--- config.mk ---
export PLATFORM = sky130hd
export DESIGN_NAME = mips_muldiv_flat
export DESIGN_NICKNAME = d
export VERILOG_FILES = /design/src/rtl/mips_muldiv_pkg.sv /design/src/rtl/mips_muldiv_if.sv /design/src/rtl/mips_muldiv_signfix.sv /design/src/rtl/mips_muldiv.sv /design/src/flat_wrapper.sv
export SDC_FILE = /design/constraint.sdc
export NUM_CORES = 1
export LEC_CHECK = 0
export ABC_AREA = 1
export BUFFER_PORTS_ARGS = -buffer_cell sky130_fd_sc_hd__buf_2
export CELL_PAD_IN_SITES_DETAIL_PLACEMENT = 0
export CELL_PAD_IN_SITES_GLOBAL_PLACEMENT = 2
export CORE_AREA = 2 2 228 230
export CTS_CLUSTER_SIZE = 40
export DETAILED_ROUTE_END_ITERATION = 6
export DIE_AREA = 0 0 230 232
export PLACE_DENSITY_LB_ADDON = 0.15
export SYNTH_ARGS = -nofsm -noshare
export SYNTH_HDL_FRONTEND = slang
export SYNTH_HIERARCHICAL = 1
export SYNTH_SLANG_ARGS = --single-unit
export TNS_END_PERCENT = 100
--- constraint.sdc ---
create_clock -name Clk -period 2.7 [get_ports Clk]
set_input_delay 0.27 -clock Clk [delete_from_list [all_inputs] [get_ports Clk]]
set_output_delay 0.27 -clock Clk [all_outputs]
set_load 0.005 [all_outputs]
--- src/rtl/mips_muldiv_pkg.sv ---
// Shared definitions for the MIPS multiply/divide unit.
//   - Op encodings seen on the Op bus (bit 0 selects divide, bit 1 selects signed).
//   - FSM state encodings.
//   - Default operand / HI / LO width.
package mips_muldiv_pkg;

    localparam int WIDTH_DEF = 32;

    typedef enum logic [1:0] {
        OP_MULTU = 2'b00,
        OP_DIVU  = 2'b01,
        OP_MULT  = 2'b10,
        OP_DIV   = 2'b11
    } op_e;

    typedef enum logic [1:0] {
        S_IDLE = 2'b00,
        S_CALC = 2'b01,
        S_FIN  = 2'b10
    } state_e;

endpackage

--- src/rtl/mips_muldiv_if.sv ---
// Controller <-> multiply/divide unit bus.
//   master (controller): drives Start, Op, A, B, Write_HI, Write_LO, W_Data;
//                        observes Busy, Done, Div_Zero, HI, LO.
//   slave  (unit)      : the mirror image.
// Clock and reset are not part of this bundle.
interface mips_muldiv_if #(parameter int WIDTH = 32);

    logic             Start;
    logic [1:0]       Op;
    logic [WIDTH-1:0] A;
    logic [WIDTH-1:0] B;
    logic             Write_HI;
    logic             Write_LO;
    logic [WIDTH-1:0] W_Data;
    logic             Busy;
    logic             Done;
    logic             Div_Zero;
    logic [WIDTH-1:0] HI;
    logic [WIDTH-1:0] LO;

    modport master (
        output Start, Op, A, B, Write_HI, Write_LO, W_Data,
        input  Busy, Done, Div_Zero, HI, LO
    );

    modport slave (
        input  Start, Op, A, B, Write_HI, Write_LO, W_Data,
        output Busy, Done, Div_Zero, HI, LO
    );

endinterface

--- src/rtl/mips_muldiv_signfix.sv ---
// Sign handling around the unsigned multiply/divide core (signed build only).
//   Inputs : is_signed, a, b        - live operands and signedness at Start
//            is_div, neg_a, neg_b   - latched op kind and operand sign flags
//            raw_hi, raw_lo         - unsigned core result
//   Outputs: a_abs, b_abs           - magnitudes fed to the core
//            a_neg, b_neg           - operand sign flags to latch
//            fix_hi, fix_lo         - result with signs restored
module mips_muldiv_signfix #(
    parameter int WIDTH = 32
) (
    input  logic             is_signed,
    input  logic [WIDTH-1:0] a,
    input  logic [WIDTH-1:0] b,
    output logic [WIDTH-1:0] a_abs,
    output logic [WIDTH-1:0] b_abs,
    output logic             a_neg,
    output logic             b_neg,
    input  logic             is_div,
    input  logic             neg_a,
    input  logic             neg_b,
    input  logic [WIDTH-1:0] raw_hi,
    input  logic [WIDTH-1:0] raw_lo,
    output logic [WIDTH-1:0] fix_hi,
    output logic [WIDTH-1:0] fix_lo
);

    logic [2*WIDTH-1:0] prod_neg_s;

    // Magnitudes of the incoming operands; 0x8000_0000 maps to itself, which
    // is the correct unsigned magnitude.
    always_comb begin
        a_neg = is_signed & a[WIDTH-1];
        b_neg = is_signed & b[WIDTH-1];
        a_abs = a_neg ? (-a) : a;
        b_abs = b_neg ? (-b) : b;
    end

    // Restore result signs: product and quotient take sign(A)^sign(B),
    // remainder takes sign(A).
    always_comb begin
        prod_neg_s = -{raw_hi, raw_lo};
        if (is_div) begin
            fix_lo = (neg_a ^ neg_b) ? (-raw_lo) : raw_lo;
            fix_hi = neg_a ? (-raw_hi) : raw_hi;
        end else if (neg_a ^ neg_b) begin
            {fix_hi, fix_lo} = prod_neg_s;
        end else begin
            {fix_hi, fix_lo} = {raw_hi, raw_lo};
        end
    end

endmodule

--- src/rtl/mips_muldiv.sv ---
// Iterative MIPS HI/LO multiply/divide unit: one shift-add (multiply) or
// restoring-subtract (divide) step per clock, WIDTH steps per operation.
//   Clk, Reset : clock and synchronous active-high reset
//   bus        : mips_muldiv_if.slave (Start/Op/A/B, MTHI/MTLO writes,
//                Busy/Done/Div_Zero handshake, HI/LO registers)
// Build option: define MULDIV_SIGNED_EN for signed MULT/DIV; without it
// Op[1] is ignored and MULT/DIV behave as MULTU/DIVU.
module mips_muldiv
    import mips_muldiv_pkg::*;
#(
    parameter int WIDTH = WIDTH_DEF
) (
    input  logic          Clk,
    input  logic          Reset,
    mips_muldiv_if.slave  bus
);

    localparam int CNT_W = $clog2(WIDTH);
    localparam logic [CNT_W-1:0] CNT_LAST = CNT_W'(WIDTH - 1);

    state_e             state_r, state_next;
    logic [CNT_W-1:0]   cnt_r;
    logic               is_div_r;
    logic               b_zero_r;
    logic [WIDTH-1:0]   a_raw_r;
    logic [WIDTH-1:0]   d_r;        // multiplicand or divisor
    logic [WIDTH-1:0]   acc_hi_r;   // partial product high / remainder
    logic [WIDTH-1:0]   acc_lo_r;   // multiplier / dividend-then-quotient
    logic [WIDTH-1:0]   hi_r, lo_r;
    logic               busy_r, done_r, div_zero_r;

    logic [WIDTH-1:0]   a_abs_s, b_abs_s, fix_hi_s, fix_lo_s;
    logic [WIDTH-1:0]   step_hi_s, step_lo_s, res_hi_s, res_lo_s;
    logic [WIDTH:0]     mul_sum_s;
    logic [WIDTH:0]     div_shift_s;
    logic [WIDTH+1:0]   div_diff_s;

`ifdef MULDIV_SIGNED_EN
    logic a_neg_s, b_neg_s, neg_a_r, neg_b_r;

    mips_muldiv_signfix #(.WIDTH(WIDTH)) u_signfix (
        .is_signed (bus.Op[1]),
        .a         (bus.A),
        .b         (bus.B),
        .a_abs     (a_abs_s),
        .b_abs     (b_abs_s),
        .a_neg     (a_neg_s),
        .b_neg     (b_neg_s),
        .is_div    (is_div_r),
        .neg_a     (neg_a_r),
        .neg_b     (neg_b_r),
        .raw_hi    (acc_hi_r),
        .raw_lo    (acc_lo_r),
        .fix_hi    (fix_hi_s),
        .fix_lo    (fix_lo_s)
    );

    // Operand sign flags captured at Start.
    always_ff @(posedge Clk) begin
        if (Reset) begin
            neg_a_r <= 1'b0;
            neg_b_r <= 1'b0;
        end else if (state_r == S_IDLE && bus.Start) begin
            neg_a_r <= a_neg_s;
            neg_b_r <= b_neg_s;
        end
    end
`else
    assign a_abs_s  = bus.A;
    assign b_abs_s  = bus.B;
    assign fix_hi_s = acc_hi_r;
    assign fix_lo_s = acc_lo_r;
`endif

    // State register.
    always_ff @(posedge Clk) begin
        if (Reset) begin
            state_r <= S_IDLE;
        end else begin
            state_r <= state_next;
        end
    end

    // Next-state logic.
    always_comb begin
        state_next = state_r;
        case (state_r)
            S_IDLE:  if (bus.Start) state_next = S_CALC; else state_next = S_IDLE;
            S_CALC:  if (cnt_r == CNT_LAST) state_next = S_FIN; else state_next = S_CALC;
            S_FIN:   state_next = S_IDLE;
            default: state_next = S_IDLE;
        endcase
    end

    // One multiply or divide iteration; divide shifts the next dividend bit
    // into the remainder and keeps the difference only when it did not borrow.
    always_comb begin
        mul_sum_s   = {1'b0, acc_hi_r} + (acc_lo_r[0] ? {1'b0, d_r} : {(WIDTH+1){1'b0}});
        div_shift_s = {acc_hi_r, acc_lo_r[WIDTH-1]};
        div_diff_s  = {1'b0, div_shift_s} - {2'b00, d_r};
        if (is_div_r) begin
            if (!div_diff_s[WIDTH+1]) begin
                step_hi_s = div_diff_s[WIDTH-1:0];
                step_lo_s = {acc_lo_r[WIDTH-2:0], 1'b1};
            end else begin
                step_hi_s = div_shift_s[WIDTH-1:0];
                step_lo_s = {acc_lo_r[WIDTH-2:0], 1'b0};
            end
        end else begin
            step_hi_s = mul_sum_s[WIDTH:1];
            step_lo_s = {mul_sum_s[0], acc_lo_r[WIDTH-1:1]};
        end
    end

    // Final HI/LO value; divide-by-zero overrides the core result.
    always_comb begin
        res_hi_s = fix_hi_s;
        res_lo_s = fix_lo_s;
        if (is_div_r && b_zero_r) begin
            res_hi_s = a_raw_r;
            res_lo_s = {WIDTH{1'b1}};
        end else begin
            res_hi_s = fix_hi_s;
            res_lo_s = fix_lo_s;
        end
    end

    // Datapath, HI/LO and handshake registers.
    always_ff @(posedge Clk) begin
        if (Reset) begin
            cnt_r      <= {CNT_W{1'b0}};
            is_div_r   <= 1'b0;
            b_zero_r   <= 1'b0;
            a_raw_r    <= {WIDTH{1'b0}};
            d_r        <= {WIDTH{1'b0}};
            acc_hi_r   <= {WIDTH{1'b0}};
            acc_lo_r   <= {WIDTH{1'b0}};
            hi_r       <= {WIDTH{1'b0}};
            lo_r       <= {WIDTH{1'b0}};
            busy_r     <= 1'b0;
            done_r     <= 1'b0;
            div_zero_r <= 1'b0;
        end else begin
            busy_r     <= (state_next != S_IDLE);
            done_r     <= 1'b0;
            div_zero_r <= 1'b0;
            case (state_r)
                S_IDLE: begin
                    if (bus.Write_HI) hi_r <= bus.W_Data;
                    if (bus.Write_LO) lo_r <= bus.W_Data;
                    if (bus.Start) begin
                        is_div_r <= bus.Op[0];
                        b_zero_r <= (bus.B == {WIDTH{1'b0}});
                        a_raw_r  <= bus.A;
                        acc_hi_r <= {WIDTH{1'b0}};
                        cnt_r    <= {CNT_W{1'b0}};
                        d_r      <= bus.Op[0] ? b_abs_s : a_abs_s;
                        acc_lo_r <= bus.Op[0] ? a_abs_s : b_abs_s;
                    end
                end
                S_CALC: begin
                    acc_hi_r <= step_hi_s;
                    acc_lo_r <= step_lo_s;
                    cnt_r    <= cnt_r + CNT_W'(1);
                end
                S_FIN: begin
                    hi_r       <= res_hi_s;
                    lo_r       <= res_lo_s;
                    done_r     <= 1'b1;
                    div_zero_r <= is_div_r & b_zero_r;
                end
                default: begin
                    cnt_r <= {CNT_W{1'b0}};
                end
            endcase
        end
    end

    assign bus.Busy     = busy_r;
    assign bus.Done     = done_r;
    assign bus.Div_Zero = div_zero_r;
    assign bus.HI       = hi_r;
    assign bus.LO       = lo_r;

endmodule

--- src/flat_wrapper.sv ---
// flat-port wrapper written by rule: the top's interface ports become plain ports
module mips_muldiv_flat import mips_muldiv_pkg::*;
#(
    parameter int WIDTH = WIDTH_DEF
)
  (Clk, Reset, bus_Start, bus_Op, bus_A, bus_B, bus_Write_HI, bus_Write_LO, bus_W_Data, bus_Busy, bus_Done, bus_Div_Zero, bus_HI, bus_LO);
  mips_muldiv_if #(.WIDTH(WIDTH)) bus_i ();
  input  logic Clk;
  input  logic Reset;
  input wire logic [$bits(bus_i.Start)-1:0] bus_Start;
  input wire logic [$bits(bus_i.Op)-1:0] bus_Op;
  input wire logic [$bits(bus_i.A)-1:0] bus_A;
  input wire logic [$bits(bus_i.B)-1:0] bus_B;
  input wire logic [$bits(bus_i.Write_HI)-1:0] bus_Write_HI;
  input wire logic [$bits(bus_i.Write_LO)-1:0] bus_Write_LO;
  input wire logic [$bits(bus_i.W_Data)-1:0] bus_W_Data;
  output wire logic [$bits(bus_i.Busy)-1:0] bus_Busy;
  output wire logic [$bits(bus_i.Done)-1:0] bus_Done;
  output wire logic [$bits(bus_i.Div_Zero)-1:0] bus_Div_Zero;
  output wire logic [$bits(bus_i.HI)-1:0] bus_HI;
  output wire logic [$bits(bus_i.LO)-1:0] bus_LO;
  assign bus_i.Start = bus_Start;
  assign bus_i.Op = bus_Op;
  assign bus_i.A = bus_A;
  assign bus_i.B = bus_B;
  assign bus_i.Write_HI = bus_Write_HI;
  assign bus_i.Write_LO = bus_Write_LO;
  assign bus_i.W_Data = bus_W_Data;
  assign bus_Busy = bus_i.Busy;
  assign bus_Done = bus_i.Done;
  assign bus_Div_Zero = bus_i.Div_Zero;
  assign bus_HI = bus_i.HI;
  assign bus_LO = bus_i.LO;
  mips_muldiv #(.WIDTH(WIDTH)) u_core (.Clk(Clk), .Reset(Reset), .bus(bus_i));
endmodule
Yosys cells after proc, flatten, opt, wreduce, memory -nomap -nowiden
Index checks and enable logic that the tools add are counted.

word-level totals
  bits in registers = 204
  input port bits = 103
  output and inout bits = 67
  word-level logic and storage cells = 59

operators by class
  add/subtract/negate cells = 3
  equality and inequality tests = 6
  multiplexer cells = 23
  bitwise operators = 2
  reduce and logical (&&, ||, !) cells = 12

operators with widths
  kind                   count
  $mux W32               12
  $pmux W32 S2           4
  $sub A33 B32 Y34       1
  $add A32 B33 Y33       1
  $logic_not A32 Y1      1
  $pmux W5 S3            1
  $reduce_and A2 Y1      5
  $ne A2 B2 Y1 const B   3
  $reduce_bool A2 Y1     3
  $add A5 B1 Y5 const B  1
  $eq A5 B5 Y1 const B   1
  $mux W5                1
  $pmux W2 S2            1
  $mux W1                3
  $eq A2 B1 Y1 const B   1
  $eq A2 B2 Y1 const B   1
  $logic_not A2 Y1       1
  $mux W2                1
  $reduce_or A2 Y1       1
  $and A1 B1 Y1          1
  $logic_and A1 B1 Y1    1
  $not A1 Y1             1

Longest topological paths before layout
Gate-level depths: netlist (run 1).

  word-level depth = 4
  mapped depth = 20
  depth with buffers taken out = 18

Least setup slack after synthesis (run 1)
OpenSTA, ideal clock, no wires.

  path type = flip-flop to flip-flop
  start point = register u_core.acc_lo_r[0]
  end point = register u_core.acc_hi_r[27]
  setup time = 0.132 ns
  arrival = 2.368 ns
  required time = 2.568 ns
  slack = 0.200 ns
  stages on the path, launching flop included = 18
  path buffers = 2
  period minus slack after synthesis = 2.500 ns
  cells stage by stage = dfxtp_1 > clkbuf_1 > clkbuf_1 > nand2_1 > inv_1 > ha_1 > inv_1 > fa_1 > o21bai_1 > nand2_1 > nand3_1 > nand2_1 > nand3_1 > nand2_1 > nor2_1 > nor2_1 > nand2_1 > a21oi_1

on the way
  word-level cells in the longest chain between the ends = 4

ends and longest elaborated chain
  what                    line                source
  start, declared         mips_muldiv.sv:28   logic [WIDTH-1:0] acc_lo_r;
  start signal, assigned  mips_muldiv.sv:137  acc_lo_r <= {WIDTH{1'b0}};
  start signal, assigned  mips_muldiv.sv:158  acc_lo_r <= bus.Op[0] ? a_abs_s : b_abs_s;
  start signal, assigned  mips_muldiv.sv:163  acc_lo_r <= step_lo_s;
  $mux W32                mips_muldiv.sv:98   mul_sum_s = {1'b0, acc_hi_r} + (acc_lo_r[0] ? {1'b0, d_r} : {(WIDTH+1){1'b0}});
  $add A32 B33 Y33        mips_muldiv.sv:98
  $mux W32                mips_muldiv.sv:101  if (is_div_r) begin
  $pmux W32 S2            mips_muldiv.sv:147  case (state_r)
  end signal, assigned    mips_muldiv.sv:136  acc_hi_r <= {WIDTH{1'b0}};
  end signal, assigned    mips_muldiv.sv:155  acc_hi_r <= {WIDTH{1'b0}};
  end signal, assigned    mips_muldiv.sv:162  acc_hi_r <= step_hi_s;
  end, declared           mips_muldiv.sv:27   logic [WIDTH-1:0] acc_hi_r;

No other way between the ends.
A chain may end at the register's enable or synchronous reset.

Worst setup path in the final report (run 1)
  start point = register u_core.d_r[7]
  end point = register u_core.acc_lo_r[0]

on the way
  word-level cells in the longest chain between the ends = 4

ends and longest elaborated chain
  what                    line                source
  start, declared         mips_muldiv.sv:26   logic [WIDTH-1:0] d_r;
  start signal, assigned  mips_muldiv.sv:135  d_r <= {WIDTH{1'b0}};
  start signal, assigned  mips_muldiv.sv:157  d_r <= bus.Op[0] ? b_abs_s : a_abs_s;
  $sub A33 B32 Y34        mips_muldiv.sv:100  div_diff_s = {1'b0, div_shift_s} - {2'b00, d_r};
  $mux W1                 mips_muldiv.sv:102  if (!div_diff_s[WIDTH+1]) begin
  $mux W32                mips_muldiv.sv:101
  $pmux W32 S2            mips_muldiv.sv:147

No other way between the ends.

==> results.md, run 1 <==
- Status: finished, final reports clean
- Synthesized net count: 2584
- Max Clk Rate: around 0.38 GHz
- Post-DP HPWL: around 49000 um
- Die height: around 230 um
- Crit path launch type: flop
- Area fraction of the dominant cell type after synthesis: 0.279
- Worst setup EP type: flop
- Routed vias/inst: 4.97
- Origin of the critical flop-to-flop path: u_core/d_r[7]
- Worst-case vdd ir drop: about 400 uV
- Final total negative setup slack: 0 ps
- Die area: about 0.053 sq mm
- Residual antenna-violating net count after detailed routing: 0
- Global-route wire length before repair: approximately 94000 um
- Die width: roughly 230 um
- Pre-CTS setup slack: between 40 and 50 ps
- Gate count of the mapped netlist: approximately 2400
- Total routing resource utilization after global routing: 0.228
- Number of buffers created by CTS: 25
- Max-Slew Margin vs Limit: 0.579
- Transition time of the tightest slew-check pin: roughly 630 ps
- Synthesis-to-finish area growth: 22.3%
- Proportion of layout cells with a drive suffix above 1: 0.152
- HP Class: in2reg
- Leakage power of the design: 8.75 nW
- RSZ-0062 raised after global routing: no
- Synth Area in Simple Gates: 0.268
- End of the critical path: u_core/acc_lo_r[0]
- Total number of vias: 16400
- Number of warnings printed during yosys synthesis: 6
- CTS sink count: 204
- Via count of the first global-routing pass: roughly 16000
- Later-pin clock latency in the skew report: 540 ps
- Share of flip-flops with an asynchronous set or reset after synthesis: 0
- Register area share after synthesis: 0.279
- Largest family of logic cells by synthesized area: simple AND/OR/NAND/NOR gates
- Clock slew seen by the registers of the worst setup and hold paths: ~70 ps
- Commonest non-fill, non-tap cells in the layout: 566 x sky130_fd_sc_hd__nand2_1, 364 x sky130_fd_sc_hd__inv_1, 278 x sky130_fd_sc_hd__o21ai_0
- Post-Synth Adder-Cell Area: 0.0591
- Type of the setup path with the least slack: reg2reg
- CP Max Fanout: 8
- EDFF count, synth: 0
- Endpoint of the worst register-to-register path: u_core/acc_lo_r[0]
- Data required time of the worst path: 3110 ps
- Starting density of the core: 0.288
- Launch point of the critical path: u_core/d_r[7]
- Maximum number of pins on one net before global-route repair: between 100 and 150
- Synthesized-area fraction occupied by xor and xnor cells: 0.00717
- Final RePlAce weighted congestion: approximately 0.9
- Antenna fix cells: 0
- Most area-consuming cells after synthesis: sky130_fd_sc_hd__dfxtp_1 28%, sky130_fd_sc_hd__nand2_1 15%, sky130_fd_sc_hd__o21ai_0 9.5%, sky130_fd_sc_hd__inv_1 9.4%, sky130_fd_sc_hd__a21oi_1 9.0%
- Number of filler instances in the final layout: roughly 5800
- Sum of overflow across all layers after global routing: 0
- Summed area of non-filler cells in the final layout: between 0.015 and 0.02 sq mm
- Post-layout min period: roughly 2600 ps
- Core Footprint: ~0.051 sq mm
- Post-DP Area: approximately 0.017 sq mm
- Nets@finish: 2779
- Number of search-and-repair iterations in the first detailed-routing pass: 5
- Setup-violating endpoint count in the final report: 0
- Post-synthesis instance area: 0.0147 sq mm
- Per-cell routed wire length: between 15 and 20 um
- Share of synthesized area spent on multiplexers: 0
- TritonCTS clock tree: done
- Number of failing hold endpoints at the final stage: 0
- Initial DRC Count: 1139
- Most common flop cell mapped by yosys: sky130_fd_sc_hd__dfxtp_1
- Mean Syn Cell Area: 6.07 sq um
- Worst setup margin: 58.0 ps
- Number of design rule violations left after detail routing: 0
- Std-Cell Rows: 83
- Number of ports placed on the die boundary: 170
- Count of cell types in the netlist: between 40 and 50
- Number of antenna violations at the first check in global routing: 0
- Number of pins with negative max-slew slack in the final report: 0
- Sum of routed wire length over all layers: between 60000 and 70000 um
- Share of the synthesized area in compound gates (AO/OA/AOI/OAI): 0.255
- Cells on worst reg2reg path: 15
- Max-cap viol count: 0
- Input/output buffers: 168
- Power per unit of standard cell area: ~520 mW/mm^2
- Number of levels in the clock H-tree: 1
- Final clock skew: around 17 ps
- Final period utilization: 0.979
- Cell type with the largest total area after synthesis: sky130_fd_sc_hd__dfxtp_1
- #FFs+latches synth: slightly above 200
- Setup slack of the worst register-to-register path: 60 ps
- Most common library cell in the layout ignoring fill and taps: sky130_fd_sc_hd__nand2_1
- CTS Buffer Depth: 3
- Root Buffer: sky130_fd_sc_hd__clkbuf_16
- Data arrival time of the critical path: slightly above 3000 ps
- Total chip power: about 9 mW
cell families (layout without fill, tap and decap cells):
kind of cell / after synthesis / in the layout
compound gates: 683 / 683
fa+ha+maj: 68 / 68
buf+inv: 504 / 717
xor+xnor: 12 / 12
simple gates: 942 / 942
flops: 204 / 204
layout make-up:
class / count / area (sq um) / share of cell area
timing repair buffer: 291 / 1900 / 0.106
clock buffer: 38 / 754 / 0.0421
tap: 680 / 851 / 0.0475
sequential: 204 / 4090 / 0.228
multi-input combinational: 1705 / 8800 / 0.491
inverter: 381 / 1430 / 0.0799
clock inverter: 7 / 91.3 / 0.00510
layer usage:
layer | global-route usage | routed length, um | vias up
li1 | - | - | 8359
met1 | 0.332 | 31300 | 7592
met2 | 0.361 | 27200 | 414
met3 | 0.0188 | 2840 | 71
met5 | 0 | 0 | -
met4 | 0.0560 | 1430 | 0
where the power goes:
group / internal, mW / leakage (nW) / switching (mW) / total, mW
combinational: 0.802 / 6.65 / 1.53 / 2.33
clock: 2.11 / 0.416 / 1.38 / 3.49
sequential: 3.25 / 1.68 / 0.183 / 3.43
cells in the mapped netlist (2+ instances only):
cell type	instances
sky130_fd_sc_hd__nor3_1	12
sky130_fd_sc_hd__nand2_1	572
sky130_fd_sc_hd__o221ai_1	3
sky130_fd_sc_hd__o21bai_1	15
sky130_fd_sc_hd__o21ai_0	278
sky130_fd_sc_hd__or2_2	4
sky130_fd_sc_hd__nand2_2	4
sky130_fd_sc_hd__nand4_1	24
sky130_fd_sc_hd__clkbuf_1	101
sky130_fd_sc_hd__o211ai_1	14
sky130_fd_sc_hd__clkinv_1	3
sky130_fd_sc_hd__dfxtp_1	204
sky130_fd_sc_hd__a221oi_1	28
sky130_fd_sc_hd__a211oi_1	2
sky130_fd_sc_hd__ha_1	66
sky130_fd_sc_hd__buf_2	10
sky130_fd_sc_hd__buf_6	3
sky130_fd_sc_hd__o211ai_2	2
sky130_fd_sc_hd__nand3b_1	5
sky130_fd_sc_hd__nor2_4	2
sky130_fd_sc_hd__inv_1	366
sky130_fd_sc_hd__inv_2	12
sky130_fd_sc_hd__a21boi_0	2
sky130_fd_sc_hd__a31oi_1	64
sky130_fd_sc_hd__nor2_1	155
sky130_fd_sc_hd__nor2_2	3
sky130_fd_sc_hd__a21oi_1	264
sky130_fd_sc_hd__nor4_1	6
sky130_fd_sc_hd__o22ai_1	3
sky130_fd_sc_hd__nand3_1	149
sky130_fd_sc_hd__fa_1	2
sky130_fd_sc_hd__xor2_1	11
sky130_fd_sc_hd__buf_1	8
sky130_fd_sc_hd__o21a_1	2
sky130_fd_sc_hd__o21ai_1	2
worst max-delay path: stages (launching register included):
cell                      delay [ps]
sky130_fd_sc_hd__dfxtp_1         400
sky130_fd_sc_hd__inv_1           100
sky130_fd_sc_hd__ha_1            370
sky130_fd_sc_hd__nand2_2         140
sky130_fd_sc_hd__inv_1            60
sky130_fd_sc_hd__a21oi_2         190
sky130_fd_sc_hd__nand3_1         200
sky130_fd_sc_hd__nand2_1         150
sky130_fd_sc_hd__nand2_2         100
sky130_fd_sc_hd__nand2_4         100
sky130_fd_sc_hd__nand2_8          80
sky130_fd_sc_hd__nor2_4          210
sky130_fd_sc_hd__buf_4           160
sky130_fd_sc_hd__buf_4           100
sky130_fd_sc_hd__o21a_1          100
sky130_fd_sc_hd__nor2_1           60
timing repair:
action,CTS,global route
gates resized for setup,0,31
hold buffers,3,0
hold endpoints to repair,3,0
setup endpoints to repair,0,32
setup buffers,0,5
sequential cells by signal (all words and copies together), names as in the netlist:
signal	flops
u_core/bus.HI	32
u_core/bus.LO	32
u_core/acc_lo_r	32
u_core/d_r	32
u_core/acc_hi_r	32
u_core/is_div_r	1
u_core/a_raw_r	32
u_core/bus.Busy	1
u_core/bus.Done	1
u_core/state_r	2
u_core/bus.Div_Zero	1
u_core/b_zero_r	1
u_core/cnt_r	5
worst min-delay path by stage:
stage,startpoint,end,slack [ps],cells after the start
global route,bus_W_Data[1],u_core/bus.HI[1],20,3
detailed placement,u_core/a_raw_r[22],u_core/a_raw_r[22],440,2
finish,bus_W_Data[1],u_core/bus.LO[1],30,3
CTS,bus_W_Data[27],u_core/bus.HI[27],3,3
global placement,u_core/a_raw_r[28],u_core/a_raw_r[28],440,2
floorplan,bus_A[16],u_core/a_raw_r[16],420,2
metrics by stage:
step,utilization,instances,hold WS (ps)
3_3_place_gp,0.332,3253,438
4_1_cts,0.349,3301,3.47
5_1_grt,0.352,3306,22.0
2_1_floorplan,-,2413,417
6_report,0.352,3306,29.1
3_5_place_dp,0.332,3253,442
Note: power is estimated with default switching activity, not from simulation.
==> inputs of run 2 (changes only) <==
CORE_AREA = 2 2 236 238   (was 2 2 228 230)
DIE_AREA = 0 0 238 240   (was 0 0 230 232)
SYNTH_HIERARCHICAL = default   (was 1)
==> run 2 against run 1 <==
Effect of this change:
- clock skew increased by 5.2 ps
- routed wire length increased by 5.6%
- final cell count increased by 5.7%
- utilization decreased by 1.7 points
- synthesized cell count increased by 7.4%
- global-route usage increased by 0.056 points
- critical path type unchanged
- critical endpoint is now u_core.acc_hi_r[18]
- largest cell class unchanged
==> results.md, run 2 <==
- CTS sink count: 204 (unchanged)
- Synthesis-to-finish area growth: 21.0%
- Clock slew seen by the registers of the worst setup and hold paths: 60 ps (about the same)
- Later-pin clock latency in the skew report: 560 ps (+20 ps)
- Setup-violating endpoint count in the final report: 0 (unchanged)
- Crit path launch type: flop
- Worst setup margin: 153 ps (+94.7 ps)
- Sum of routed wire length over all layers: 66300 um (+5.6%)
- Via count of the first global-routing pass: 16300 (+4.4%)
- Post-DP HPWL: 51700 um (+5.5%)
- #FFs+latches synth: 204 (unchanged)
- Die width: 238 um (+3.5%)
- Register area share after synthesis: 0.270 (-0.00858)
- Gate count of the mapped netlist: 2591 (+7.4%)
- CTS Buffer Depth: 3 (unchanged)
- Sum of overflow across all layers after global routing: 0 (unchanged)
- Root Buffer: sky130_fd_sc_hd__clkbuf_16
- Most common flop cell mapped by yosys: sky130_fd_sc_hd__dfxtp_1
- Filler-free cell count of the finished design: 3496 (+5.7%)
- Number of search-and-repair iterations in the first detailed-routing pass: 7 (+2)
- Die area: 0.0571 sq mm (+7.0%)
- Per-cell routed wire length: 19.0 um (about the same)
- Pre-CTS setup slack: 54.3 ps (+7.71 ps)
- Top-count cell post-synth: sky130_fd_sc_hd__nand2_1
- Status: finished, final reports clean
- Data arrival time of the critical path: 3010 ps (-50 ps)
- CP Max Fanout: 15 (+7)
- Final RePlAce weighted congestion: 0.898 (-1.8%)
- Routed vias/inst: 4.85 (-2.4%)
- Number of pins with negative max-slew slack in the final report: 0 (unchanged)
- Number of failing hold endpoints at the final stage: 0 (unchanged)
- Total chip power: 9.96 mW (+7.6%)
- Max-cap viol count: 0 (unchanged)
- HP Class: in2reg
- Worst setup EP type: flop
- Data required time of the worst path: 3160 ps (+50 ps)
- Maximum number of pins on one net before global-route repair: 127 (+17%)
- Summed area of non-filler cells in the final layout: 0.0183 sq mm (+2.1%)
- Mean Syn Cell Area: 5.83 sq um (-3.9%)
- Cell type with the largest total area after synthesis: sky130_fd_sc_hd__dfxtp_1
- Starting density of the core: 0.277 (-0.0114)
- Count of cell types in the netlist: 41 (-13%)
- Ranking of synthesized cells by instance count: 737 x sky130_fd_sc_hd__nand2_1, 445 x sky130_fd_sc_hd__inv_1, 236 x sky130_fd_sc_hd__a21oi_1
- Die height: 240 um (+3.4%)
- Power per unit of standard cell area: 544 mW/mm^2 (+5.4%)
- EDFF count, synth: 0 (unchanged)
- Type of the setup path with the least slack: reg2reg
- Input/output buffers: 168 (unchanged)
- Most area-consuming cells after synthesis: sky130_fd_sc_hd__dfxtp_1 27%, sky130_fd_sc_hd__nand2_1 18%, sky130_fd_sc_hd__inv_1 11%, sky130_fd_sc_hd__a21oi_1 7.8%, sky130_fd_sc_hd__o21ai_0 7.3%
- Proportion of layout cells with a drive suffix above 1: 0.130 (-0.0218)
- Number of levels in the clock H-tree: 1 (unchanged)
- Number of warnings printed during yosys synthesis: 0 (-6)
- Global-route wire length before repair: 99800 um (+6.1%)
- Post-CTS Repair Setup Buffers: 0 (unchanged)
- RSZ-0062 raised after global routing: yes
- Residual antenna-violating net count after detailed routing: 0 (unchanged)
- Area fraction of the dominant cell type after synthesis: 0.270 (-0.00858)
- Max Clk Rate: 0.393 GHz (+3.7%)
- Number of antenna violations at the first check in global routing: 10 (+10)
- Nets@finish: 2942 (+5.9%)
- Post-layout min period: 2550 ps (-94.7 ps)
- Commonest non-fill, non-tap cells in the layout: 727 x sky130_fd_sc_hd__nand2_1, 441 x sky130_fd_sc_hd__inv_1, 233 x sky130_fd_sc_hd__a21oi_1
- Number of buffers created by CTS: 26 (+4.0%)
- Worst-case vdd ir drop: 384 uV (-3.7%)
- Most common library cell in the layout ignoring fill and taps: sky130_fd_sc_hd__nand2_1
- Total number of vias: 17000 (+3.2%)
- TritonCTS clock tree: done
- Number of filler instances in the final layout: 6331 (+9.9%)
- Final core utilization: 0.335 (-0.0174)
- Post-placement cell count: 3428 (+5.4%)
- Final period utilization: 0.943 (-0.0351)
- Synthesized net count: 2762 (+6.9%)
- Final clock skew: 22.7 ps (+5.17 ps)
- Transition time of the tightest slew-check pin: 921 ps (+295 ps)
- Leakage power of the design: 9.39 nW (+7.3%)
- Number of ports placed on the die boundary: 170 (unchanged)
- Share of flip-flops with an asynchronous set or reset after synthesis: 0 (unchanged)
- Max-Slew Margin vs Limit: 0.381 (-0.198)
- Std-Cell Rows: 86 (+3.6%)
- Post-DP Area: 0.0171 sq mm (+1.5%)
- Number of design rule violations left after detail routing: 0 (unchanged)
- Post-synthesis instance area: 0.0151 sq mm (+3.2%)
- Total routing resource utilization after global routing: 0.228 (+0.000559)
- Initial DRC Count: 1038 (-8.9%)
- Core Footprint: 0.0547 sq mm (+7.4%)
-- run 2: worst paths after layout --
path	slack, ps	from	depth (start not counted)	endpoint
max	150	u_core.acc_lo_r[0]	16	u_core.acc_hi_r[18]
min	20	bus_W_Data[4]	3	u_core.bus.LO[4]
max reg2reg	150	u_core.acc_lo_r[0]	16	u_core.acc_hi_r[18]
min reg2reg	460	u_core.a_raw_r[6]	2	u_core.a_raw_r[6]
-- run 2: cells by family after synthesis --
family | after synthesis | share of synthesized area
flip-flops | 204 | 0.270
adder cells (fa/ha/maj) | 68 | 0.0573
AND/OR/NAND/NOR | 1116 | 0.301
buffers and inverters | 579 | 0.146
XOR/XNOR | 25 | 0.0145
AO/OA/AOI/OAI | 599 | 0.211
-- run 2: metal layers --
layer | share of wire | routed length, um | global-route usage | vias to the layer above
li1 | - | - | - | 8647
met3 | 0.046 | 3060 | 0.0265 | 79
met2 | 0.44 | 28800 | 0.365 | 378
met5 | 0.0014 | 92 | 0 | -
met4 | 0.021 | 1390 | 0.0511 | 14
met1 | 0.50 | 32900 | 0.328 | 7851
-- run 2: metrics by stage --
step	setup TNS [ps]	hold slack [ps]
2_1_floorplan	0	435
3_3_place_gp	0	448
3_5_place_dp	0	452
4_1_cts	0	0.481
5_1_grt	-62.1	16.1
6_report	0	24.5
-- run 2: repair_timing --
action / in CTS / in global routing
resized for setup: 0 / 44
endpoints found under the hold margin: 23 / 0
hold buffers: 18 / 0
endpoints found under the setup margin: 0 / 33
-- run 2: layout make-up --
| cell class | instances | area (sq um) | area share |
|---|---|---|---|
| multi-input combinational | 1808 | 8950 | 0.489 |
| sequential | 204 | 4100 | 0.224 |
| timing repair buffer | 274 | 1800 | 0.0985 |
| inverter | 457 | 1720 | 0.0938 |
| tap | 704 | 881 | 0.0481 |
| clock buffer | 42 | 792 | 0.0433 |
| clock inverter | 4 | 48.8 | 0.00267 |
| antenna | 3 | 7.51 | 0.000410 |
-- run 2: critical path, cell delays in order, from the launching register on --
cell	delay (ps)
sky130_fd_sc_hd__dfxtp_4	390
sky130_fd_sc_hd__clkbuf_16	190
sky130_fd_sc_hd__nand2_1	80
sky130_fd_sc_hd__inv_1	40
sky130_fd_sc_hd__ha_1	370
sky130_fd_sc_hd__nand2_1	130
sky130_fd_sc_hd__nor2_1	160
sky130_fd_sc_hd__inv_1	70
sky130_fd_sc_hd__nor2_2	200
sky130_fd_sc_hd__nand4_1	220
sky130_fd_sc_hd__nand3_1	140
sky130_fd_sc_hd__nand2_1	50
sky130_fd_sc_hd__nand3_1	60
sky130_fd_sc_hd__nand2_1	90
sky130_fd_sc_hd__inv_1	80
sky130_fd_sc_hd__nand3_1	70
sky130_fd_sc_hd__a21oi_1	110
-- run 2: where the power goes --
group	internal (mW)	switching, mW
Clock	2.08	1.44
Combinational	1.01	1.94
Sequential	3.27	0.218
Total	6.36	3.60
==> inputs of run 3 (changes only) <==
ABC_AREA = default   (was 1)
CORE_AREA = 5 5 214 216   (was 2 2 236 238)
DIE_AREA = 0 0 219 221   (was 0 0 238 240)
==> run 3 against run 2 <==
Effect of this change:
- synthesized cell count decreased by 32%
- critical endpoint is now u_core.acc_hi_r[27]
- largest cell class unchanged
- non-clock buffer count up 178
- register-to-register slack worse by 240 ps
- clock power down 7.6%
- the run now ends with negative setup slack left
- die area decreased by 15%
- critical path type unchanged
- global-route usage is 0.42 points lower
- routed wire length down 15%
- area after synthesis fell by 12%
- hold slack got worse by 6.5 ps
==> results.md, run 3 <==
- Top-count cell post-synth: sky130_fd_sc_hd__nand2_1
- Failing checks: negative setup slack
- Total number of vias: 14500 (-14%)
- Global-route wire length before repair: 86600 um (-13%)
- Number of levels in the clock H-tree: 1 (unchanged)
- Leakage power of the design: 7.63 nW (-19%)
- Die height: 221 um (-7.9%)
- Worst-case vdd ir drop: 481 uV (+25%)
- Synthesis-to-finish area growth: 38.8%
- Type of the setup path with the least slack: reg2reg
- Most common flop cell mapped by yosys: sky130_fd_sc_hd__dfxtp_1
- Sum of overflow across all layers after global routing: 0 (unchanged)
- Proportion of layout cells with a drive suffix above 1: 0.291 (+0.161)
- Power per unit of standard cell area: 484 mW/mm^2 (-11%)
- Max-Slew Margin vs Limit: 0.390 (+0.00922)
- Data required time of the worst path: 3120 ps (-40 ps)
- Seq pwr share: 0.374 (+0.024)
- Post-synthesis instance area: 0.0134 sq mm (-12%)
- Hold EP: u_core.a_raw_r[24]
- Most area-consuming cells after synthesis: sky130_fd_sc_hd__dfxtp_1 31%, sky130_fd_sc_hd__a21oi_1 7.5%, sky130_fd_sc_hd__nand2_1 6.8%, sky130_fd_sc_hd__ha_1 6.2%, sky130_fd_sc_hd__mux2i_1 6.0%
- WHS Path Cells: 3 (unchanged)
- Transition time of the tightest slew-check pin: 915 ps (-5.34 ps)
- Pre-CTS setup slack: -401 ps (-455 ps)
- Max Clk Rate: 0.359 GHz (-8.5%)
- Total chip power: 8.98 mW (-9.8%)
- Number of failing hold endpoints at the final stage: 0 (unchanged)
- Core Footprint: 0.0437 sq mm (-20%)
- Via count of the first global-routing pass: 14200 (-13%)
- Die area: 0.0484 sq mm (-15%)
- #FFs+latches synth: 204 (unchanged)
- Per-cell routed wire length: 20.8 um (+9.7%)
- EDFF count, synth: 0 (unchanged)
- CTS Buffer Depth: 3 (unchanged)
- Routed vias/inst: 5.34 (+10%)
- Cell type with the largest total area after synthesis: sky130_fd_sc_hd__dfxtp_1
- Number of search-and-repair iterations in the first detailed-routing pass: 6 (-1)
- Origin of the critical flop-to-flop path: u_core.d_r[0]
- Synthesized net count: 1935 (-30%)
- Cell internal power dissipation: 6.09 mW (-4.2%)
- Setup slack of the worst register-to-register path: -80 ps (-240 ps)
- Max incr delay on CP: 340 ps (-50 ps)
- Commonest non-fill, non-tap cells in the layout: 239 x sky130_fd_sc_hd__nand2_1, 231 x sky130_fd_sc_hd__buf_4, 196 x sky130_fd_sc_hd__nor2_1
- Final RePlAce weighted congestion: 0.902 (+0.39%)
- Number of ports placed on the die boundary: 170 (unchanged)
- Crit path launch type: flop
- Mean Syn Cell Area: 7.57 sq um (+30%)
- Root Buffer: sky130_fd_sc_hd__clkbuf_16
- Worst setup margin: -84.1 ps (-237 ps)
- Input/output buffers: 168 (unchanged)
- Most common library cell in the layout ignoring fill and taps: sky130_fd_sc_hd__nand2_1
- CTS sink count: 204 (unchanged)
- Area of the multi-input gates: 0.00948 sq mm (+5.9%)
- Ranking of synthesized cells by instance count: 241 x sky130_fd_sc_hd__nand2_1, 208 x sky130_fd_sc_hd__nor2_1, 204 x sky130_fd_sc_hd__dfxtp_1
- Max-cap viol count: 0 (unchanged)
- Count of cell types in the netlist: 70 (+71%)
- Setup-violating endpoint count in the final report: 10 (+10)
- Post-layout min period: 2780 ps (+237 ps)
- Worst setup EP type: flop
- Cells on worst reg2reg path: 15 (-1)
- Register area share after synthesis: 0.306 (+0.0357)
- Post-DP HPWL: 41500 um (-20%)
- Number of warnings printed during yosys synthesis: 0 (unchanged)
- Nets@finish: 2279 (-23%)
- Number of design rule violations left after detail routing: 0 (unchanged)
- Maximum number of pins on one net before global-route repair: 114 (-10%)
- Number of pins with negative max-slew slack in the final report: 0 (unchanged)
- Switching portion of total power: 0.321 (-0.0399)
- Clock slew seen by the registers of the worst setup and hold paths: 60 ps (about the same)
- Final clock skew: 13.2 ps (-9.49 ps)
- Total routing resource utilization after global routing: 0.224 (-0.00422)
- Slowest-stage cell, CP: sky130_fd_sc_hd__fa_2
- Area fraction of the dominant cell type after synthesis: 0.306 (+0.0357)
- Std-Cell Rows: 77 (-10%)
- Register area: 0.00410 sq mm (+0.12%)
- Number of antenna violations at the first check in global routing: 9 (-1)
- CP Max Fanout: 3 (-12)
- Data arrival time of the critical path: 3200 ps (+190 ps)
- Later-pin clock latency in the skew report: 550 ps (about the same)
- Clock network fraction of design power: 0.362 (+0.008)
- RSZ-0062 raised after global routing: yes
- Hold path startpoint: bus_A[24]
- Residual antenna-violating net count after detailed routing: 0 (unchanged)
- Sum of routed wire length over all layers: 56600 um (-15%)
- Die width: 219 um (-8.0%)
- Status: finished, violations left
- Number of filler instances in the final layout: 4577 (-28%)
- Number of buffers created by CTS: 25 (-3.8%)
- Share of flip-flops with an asynchronous set or reset after synthesis: 0 (unchanged)
- Net switching component of the power: 2.89 mW (-20%)
- Endpoint of the worst register-to-register path: u_core.acc_hi_r[27]
- Initial DRC Count: 892 (-14%)
- Share of total power in combinational logic: 0.264 (-0.032)
- TritonCTS clock tree: done
- HP Class: in2reg
- Gate count of the mapped netlist: 1764 (-32%)
- Ordered cell list for the critical path: buf_6 -> and2_4 -> ha_4 -> inv_2 -> fa_2 -> nand2b_4 -> a21o_1 -> a211oi_4 -> buf_4 -> o31ai_4 -> a21o_1 -> buf_6 -> a211o_1 -> nand3_1 -> a32oi_1
- Final hold slack: 18.0 ps (-6.54 ps)
- Final period utilization: 1.03 (+0.0877)
- Starting density of the core: 0.305 (+0.0288)
## run 3: cell types whose count changed in the layout (fill, tap and decap cells not counted), sizes merged, moves of 53 or more
| cell | delta |
|---|---|
| inv | -404 |
| nand2 | -500 |
| nand3 | -103 |
| a31oi | -53 |
| o21ai | -197 |
| buf | +169 |
| mux2i | +80 |
| a211oi | +104 |
## run 3: layout make-up
cell class,instances,area share
multi-input combinational,1375,0.511
inverter,50,0.0108
clock inverter,5,0.00148
tap,592,0.0400
sequential,204,0.221
timing repair buffer,452,0.175
antenna,4,0.000540
clock buffer,40,0.0400
## run 3: power by group through the flow
| stage | combinational, mW | clock, mW | sequential [mW] |
|---|---|---|---|
| 6_report | 2.37 | 3.26 | 3.36 |
| 5_1_grt | 2.58 | 3.47 | 3.38 |
| 4_1_cts | 2.26 | 3.34 | 3.35 |
| 3_5_place_dp | 2.09 | 0 | 3.41 |
| 3_3_place_gp | 2.09 | 0 | 3.41 |
| 2_1_floorplan | 1.21 | 0 | 3.37 |
## run 3: stage by stage
| stage | util | setup TNS (ps) | std cells | cell area, sq um |
|---|---|---|---|---|
| floorplan | - | 0 | 1764 | 13400 |
| global placement | 0.375 | -5890 | 2627 | 16400 |
| detailed placement | 0.375 | -6610 | 2627 | 16400 |
| CTS | 0.412 | -1170 | 2710 | 18000 |
| global route | 0.424 | -1770 | 2721 | 18500 |
| finish | 0.424 | -454 | 2722 | 18500 |
## run 3: timing repair
action                                  in CTS  in global routing
hold buffers                                28                  0
pin swaps                                   57                 55
endpoints found under the setup margin      33                 32
resized for setup                           94                 99
setup buffers                               13                  9
hold endpoints to repair                    28                  0
## run 3: worst max path at each step
stage	start	to	slack, ps	depth (start not counted)
global route	u_core.acc_lo_r[0]	u_core.acc_hi_r[30]	-190	12
floorplan	u_core.acc_lo_r[0]	u_core.acc_hi_r[29]	10	12
detailed placement	u_core.d_r[0]	u_core.acc_hi_r[27]	-400	15
CTS	u_core.d_r[0]	u_core.acc_hi_r[31]	-140	14
finish	u_core.d_r[0]	u_core.acc_hi_r[27]	-80	15
global placement	u_core.d_r[0]	u_core.acc_hi_r[27]	-380	15
## run 3: worst max-delay path: cells and delay by family, from the launching register on
kind	cells	cell delay [ps]
AO/OA/AOI/OAI	6	1070
adder cells (fa/ha/maj)	2	480
buffers and inverters	4	420
AND/OR/NAND/NOR	3	350
flip-flops	1	330
## run 3: kinds of logic (layout without fill, tap and decap cells)
family | after synthesis | count (layout) | share of synthesized area
compound gates | 578 | 578 | 0.289
flops | 204 | 204 | 0.306
mux | 82 | 82 | 0.0619
fa+ha+maj | 68 | 68 | 0.0648
buf+inv | 185 | 547 | 0.0527
xor+xnor | 45 | 45 | 0.0295
simple gates | 602 | 602 | 0.196
other cells | 0 | 4 | 0
## run 3: routing by layer
| metal | wire, um | part of all wire | GRT usage | vias to the layer above |
|---|---|---|---|---|
| met3 | 3090 | 0.055 | 0.0373 | 70 |
| met1 | 27700 | 0.49 | 0.334 | 6967 |
| met4 | 1020 | 0.018 | 0.0454 | 12 |
| met2 | 24800 | 0.44 | 0.341 | 373 |
| met5 | 63 | 0.0011 | 0 | - |
| li1 | - | - | - | 7118 |
